### config.mk
export PLATFORM = sky130hd
export DESIGN_NAME = fft4_frame_sched
export DESIGN_NICKNAME = d
export VERILOG_FILES = /design/src/rtl/fft4_frame_sched.sv
export SDC_FILE = /design/constraint.sdc
export NUM_CORES = 1
export LEC_CHECK = 0
export ABC_CLOCK_PERIOD_IN_PS = 3100
export BUFFER_PORTS_ARGS = -buffer_cell sky130_fd_sc_hd__buf_2
export CORE_ASPECT_RATIO = 0.9
export CORE_MARGIN = 8
export CORE_UTILIZATION = 38
export CTS_BUF_LIST = sky130_fd_sc_hd__clkbuf_8
export DETAILED_ROUTE_END_ITERATION = 8
export PLACE_DENSITY = 0.72
export SYNTH_ARGS = -nofsm -noshare
export SYNTH_HDL_FRONTEND = slang
export SYNTH_SLANG_ARGS = --single-unit
### constraint.sdc
create_clock -name clk -period 3.1 [get_ports clk]
set_clock_uncertainty 0.15 [all_clocks]
set_input_delay 0.155 -clock clk [delete_from_list [all_inputs] [get_ports clk]]
set_output_delay 0.155 -clock clk [all_outputs]
set_load 0.005 [all_outputs]
### src/rtl/fft4_frame_sched.sv
// Frame scheduler for the combinational four-point FFT core: collects 4-sample frames,
// launches them into the core, captures results and streams the four bins out.
// Optional feature: FFT_SCHED_PINGPONG_EN lets sample collection overlap compute/drain.
module fft4_frame_sched (
    input  logic       clk,
    input  logic       rst,
    input  logic       in_valid,
    output logic       in_ready,
    input  logic [3:0] in_data,
    output logic [3:0] fa,
    output logic [3:0] fb,
    output logic [3:0] fc,
    output logic [3:0] fd,
    input  logic [5:0] fA,
    input  logic [5:0] fAi,
    input  logic [5:0] fB,
    input  logic [5:0] fBi,
    input  logic [5:0] fC,
    input  logic [5:0] fCi,
    input  logic [5:0] fD,
    input  logic [5:0] fDi,
    output logic       out_valid,
    input  logic       out_ready,
    output logic [5:0] out_re,
    output logic [5:0] out_im,
    output logic [1:0] out_idx,
    output logic       out_last,
    output logic       busy,
    output logic       frame_done
);

    localparam int unsigned SW = 4;
    localparam int unsigned RW = 6;
    localparam int unsigned NS = 4;
    localparam int unsigned CW = 3;
    localparam int unsigned IW = 2;

    typedef enum logic [1:0] {
        IDLE    = 2'd0,
        COMPUTE = 2'd1,
        DRAIN   = 2'd2
    } state_t;

    state_t        state, state_d;
    logic [CW-1:0] cnt, cnt_d;
    logic [IW-1:0] idx, idx_d, idx_nx;
    logic [SW-1:0] sbuf    [NS];
    logic [SW-1:0] sbuf_d  [NS];
    logic [RW-1:0] bank_re [NS];
    logic [RW-1:0] bank_im [NS];
    logic [RW-1:0] bank_re_d [NS];
    logic [RW-1:0] bank_im_d [NS];

    logic [SW-1:0] fa_d, fb_d, fc_d, fd_d;
    logic          out_valid_d, out_last_d, busy_d, frame_done_d;
    logic [RW-1:0] out_re_d, out_im_d;
    logic [IW-1:0] out_idx_d;
    logic          in_hs, out_hs;

    // Ping-pong: the sample buffer is decoupled from the operands, so only fullness gates input.
`ifdef FFT_SCHED_PINGPONG_EN
    assign in_ready = (cnt < CW'(NS));
`else
    assign in_ready = (cnt < CW'(NS)) && (state == IDLE);
`endif

    assign in_hs  = in_valid && in_ready;
    assign out_hs = out_valid && out_ready;
    assign idx_nx = idx + IW'(1);

    // Next-state and next-output logic
    always_comb begin
        state_d      = state;
        cnt_d        = cnt;
        idx_d        = idx;
        sbuf_d       = sbuf;
        bank_re_d    = bank_re;
        bank_im_d    = bank_im;
        fa_d         = fa;
        fb_d         = fb;
        fc_d         = fc;
        fd_d         = fd;
        out_valid_d  = out_valid;
        out_re_d     = out_re;
        out_im_d     = out_im;
        out_idx_d    = out_idx;
        out_last_d   = out_last;
        frame_done_d = 1'b0;

        if (in_hs) begin
            sbuf_d[cnt[IW-1:0]] = in_data;
            cnt_d               = cnt + CW'(1);
        end

        case (state)
            IDLE: begin
                if (cnt == CW'(NS)) begin
                    fa_d    = sbuf[0];
                    fb_d    = sbuf[1];
                    fc_d    = sbuf[2];
                    fd_d    = sbuf[3];
                    cnt_d   = '0;
                    state_d = COMPUTE;
                end
            end
            COMPUTE: begin
                // Core has had one full cycle to settle on fa..fd
                bank_re_d[0] = fA;
                bank_im_d[0] = fAi;
                bank_re_d[1] = fB;
                bank_im_d[1] = fBi;
                bank_re_d[2] = fC;
                bank_im_d[2] = fCi;
                bank_re_d[3] = fD;
                bank_im_d[3] = fDi;
                idx_d        = '0;
                out_valid_d  = 1'b1;
                out_re_d     = fA;
                out_im_d     = fAi;
                out_idx_d    = '0;
                out_last_d   = 1'b0;
                state_d      = DRAIN;
            end
            DRAIN: begin
                if (out_hs) begin
                    if (idx == IW'(NS - 1)) begin
                        out_valid_d  = 1'b0;
                        out_last_d   = 1'b0;
                        frame_done_d = 1'b1;
                        state_d      = IDLE;
                    end else begin
                        idx_d      = idx_nx;
                        out_re_d   = bank_re[idx_nx];
                        out_im_d   = bank_im[idx_nx];
                        out_idx_d  = idx_nx;
                        out_last_d = (idx_nx == IW'(NS - 1));
                    end
                end
            end
            default: begin
                state_d = IDLE;
            end
        endcase

        busy_d = (state_d != IDLE);
    end

    // State and output registers
    always_ff @(posedge clk or posedge rst) begin
        if (rst) begin
            state      <= IDLE;
            cnt        <= '0;
            idx        <= '0;
            for (int i = 0; i < NS; i++) begin
                sbuf[i]    <= '0;
                bank_re[i] <= '0;
                bank_im[i] <= '0;
            end
            fa         <= '0;
            fb         <= '0;
            fc         <= '0;
            fd         <= '0;
            out_valid  <= 1'b0;
            out_re     <= '0;
            out_im     <= '0;
            out_idx    <= '0;
            out_last   <= 1'b0;
            busy       <= 1'b0;
            frame_done <= 1'b0;
        end else begin
            state      <= state_d;
            cnt        <= cnt_d;
            idx        <= idx_d;
            for (int i = 0; i < NS; i++) begin
                sbuf[i]    <= sbuf_d[i];
                bank_re[i] <= bank_re_d[i];
                bank_im[i] <= bank_im_d[i];
            end
            fa         <= fa_d;
            fb         <= fb_d;
            fc         <= fc_d;
            fd         <= fd_d;
            out_valid  <= out_valid_d;
            out_re     <= out_re_d;
            out_im     <= out_im_d;
            out_idx    <= out_idx_d;
            out_last   <= out_last_d;
            busy       <= busy_d;
            frame_done <= frame_done_d;
        end
    end

endmodule

==> metrics.csv <==
stage;metric;value;unit
cts;hold_buf cts;54;
floorplan;Die Wd;131;microns
critical_path;Worst setup SP type;register;
cts;CTS root buf;clkbuf_8;
critical_path;Buf/Inv on CP;1;
critical_path;slowest stage cell, crit path;ha_1;
placement;Post-DP Area;0.00509;sq mm
timing;Tcrit/Tclk final;76.7;%
critical_path;R2R Setup Slk;0.72;ns
route;vias after detailed routing;3549;
final_layout;most frequent cells in the layout;nand2_1 (163), dfrtp_1 (103), buf_2 (90), dlygate4sd3_1 (54), mux2_2 (33);
timing;Tmin final;2.38;ns
timing;Slew Limit Fails;0;
power;Flop pwr share;45.4;%
critical_path;FF-to-FF Start;idx[0];
route;uppermost layer routed;met4;
route;Avg WL per Cell;15.8;microns
logic_synthesis;Syn Area/Cell;10.6;sq um
global_routing;first-pass GRT wire length;19000;microns
timing;final hold vios;0;
logic_synthesis;post-synth cell types;37;
final_layout;Non-Filler Instances;722;
cts;Num CTS Buffers;9;
placement;DPL Wire Length;7740;microns
status;status;complete, no violations;
route;DRT Pass-1 Iters;4;
global_routing;total global routing overflow;0;
critical_path;worst setup path end;out_re[4];
timing;Final Setup Violations;0;
power;P_int;3.48;mW
cts;H-tree depth;3;
route;DRC;0;
global_routing;vias in the first global route;3896;
critical_path;Worst EP required;3.18;ns
hold_path;worst hold-check path type;in -> reg;
route;Routed WL;11400;microns
critical_path;critical path depth;5;
global_routing;total track usage;15.2;%
final_layout;Area Growth Syn to Fin;29.4;%
logic_synthesis;syn_nets;487;
route;Final ANT Viol Nets;0;
power;Net Sw Power;1.91;mW
critical_path;crit path max fanout;14;
timing;Final WS setup;0.721;ns
placement;dpl ws;0.749;ns
route;Initial DRC Count;226;
critical_path;worst reg2reg path depth;5;
final_layout;final instance area;0.00585;sq mm
logic_synthesis;Yosys reg bits;103;
logic_synthesis;Main synth FF type;dfrtp_1;
critical_path;Crit. End Element;register;
cts;Setup Buffers After CTS;0;
floorplan;number of core rows;37;
final_layout;Diodes inserted;0;
critical_path;crit path cell chain;inv_1 -> ha_1 -> nand3b_1 -> a211oi_1 -> o41ai_1;
final_layout;fin nets;623;
placement;placed insts;652;
critical_path;Worst path top cell family by delay;adder cells;
critical_path;Reg-to-Reg End;out_re[4];
power;part of the power in the clock network;17.2;%
logic_synthesis;Syn Inst Count;425;
floorplan;starting density of the core;39.2;%
logic_synthesis;synth warn;0;
route;met3 routed WL;679;microns
logic_synthesis;Synth area leaders;dfrtp_1 (57%), nand2_1 (14%), mux2_2 (8.2%), mux4_2 (3.5%), a211oi_1 (2.0%);
final_layout;share of cells above drive strength 1;28.1;%
critical_path;worst setup path category;reg -> reg;
cts;deepest clock path buffer count;2;
timing;RSZ-0062 raised after global routing;no;
power;Logic pwr share;37.5;%
final_layout;most common cell after layout, fill and taps aside;nand2_1;
route;vias per cell;4.92;
timing;Max Freq;0.420;GHz
route;met2 WL post-DR;5610;microns
logic_synthesis;Synth top area share;57.0;%
power;pwr dens;921;mW/mm^2
timing;max_slew headroom;57.7;%
power;Lkg Pwr;2.83;nW
placement;Placer Congestion;0.818;
placement;Buffers on Ports;90;
power;Worst VDD drop;487;uV
cts;post_cts resized;0;
logic_synthesis;number of synthesized flops with an enable pin;0;
cts;Clock Sinks;103;
logic_synthesis;Async S/R FF share, synth;100;%
floorplan;Die H;120;microns
cts;Worst-path clk slew;0.09;ns
logic_synthesis;sequential fraction of the synthesis area;57.0;%
floorplan;# IOs;91;
global_routing;largest net degree at the start of global routing;52;
run;max cap viols;0;
timing;smallest hold slack;0.112;ns
critical_path;Critical Path Start;idx[0];
logic_synthesis;Mapped Area;0.00452;sq mm
floorplan;die area;0.0157;sq mm
critical_path;CP max stage delay;0.67;ns
global_routing;initial antenna violation count;0;
critical_path;CP Data Arrival Time;2.46;ns
cts;CTS tree;built;
route;M1 wire length;4930;microns
power;Switching Share;35.3;%
cts;later-pin clock latency in the skew report;0.36;ns
timing;Fin Setup TNS;0;ns
timing;worst slew pin tran;0.635;ns
logic_synthesis;Synth area leader;dfrtp_1;
floorplan;core outline area;0.0115;sq mm
## tightest hold or removal path: stages
cell,delay (ns)
buf_2,0.11
nor4b_4,0.15
xnor2_1,0.14
nor2_1,0.04
## per-stage QoR
| step | util, % | total power, mW |
|---|---|---|
| 6_report | 50.8 | 5.39 |
| 5_1_grt | 50.8 | 5.82 |
| 4_1_cts | 50.8 | 5.46 |
| 3_5_place_dp | 44.2 | 4.45 |
| 3_3_place_gp | 44.2 | 4.34 |
| 2_1_floorplan | - | 3.79 |
## power by group through the flow
stage,clock network [mW],logic (mW),registers (mW)
2_1_floorplan,0,1.46,2.33
4_1_cts,0.963,2.06,2.44
6_report,0.926,2.02,2.44
3_3_place_gp,0,1.90,2.44
5_1_grt,1.01,2.29,2.53
3_5_place_dp,0,2.00,2.46
## per-layer routing
layer / track usage (%) / vias to the layer above
li1: - / 1697
met4: 4.87 / 0
met3: 4.34 / 17
met2: 25.5 / 109
met1: 18.4 / 1726
met5: 0 / -
## worst min-delay path by stage
| stage | startpoint | endpoint | slack, ns | cells past startpoint |
|---|---|---|---|---|
| CTS | in_valid | cnt[0] | 0.09 | 4 |
| floorplan | out_ready | out_valid | 0.10 | 1 |
| finish | in_valid | cnt[0] | 0.11 | 4 |
| detailed placement | rst | fc[1] | 0.14 | 2 |
| global route | in_valid | cnt[1] | 0.12 | 4 |
| global placement | rst | fb[1] | 0.13 | 2 |
## flip-flops by register name, indices dropped and copies added, names as in the netlist
signal      count
fb              4
bank_im        24
frame_done      1
idx             2
busy            1
out_re          6
fd              4
out_valid       1
out_last        1
bank_re        24
out_im          6
state           2
fc              4
cnt             3
fa              4
sbuf           16
## cell type report
cell class | count | area (sq um)
sequential | 103 | 2580
multi-input combinational | 293 | 1810
clock inverter | 6 | 85.1
clock buffer | 10 | 138
fill | 1043 | 5670
timing repair buffer | 150 | 1040
inverter | 4 | 17.5
tap | 156 | 195
## kinds of logic after synthesis
family | share of synthesized area [%]
AND/OR/NAND/NOR | 18.8
flip-flops | 57.0
AO/OA/AOI/OAI | 7.30
multiplexers | 11.9
buffers and inverters | 3.15
adder cells (fa/ha/maj) | 1.66
XOR/XNOR | 0.194
## cells in the mapped netlist (4+ instances only)
cell type and number:
a2111oi_0 5, a211oi_1 12, a31oi_1 8, buf_2 12
clkbuf_1 6, dfrtp_1 103, ha_1 6, inv_1 4
mux2_2 33, mux4_2 7, nand2_1 163, nor2_1 11
nor2b_1 13, o211ai_1 7, o41ai_1 5
(Power assumes the default switching activity.)
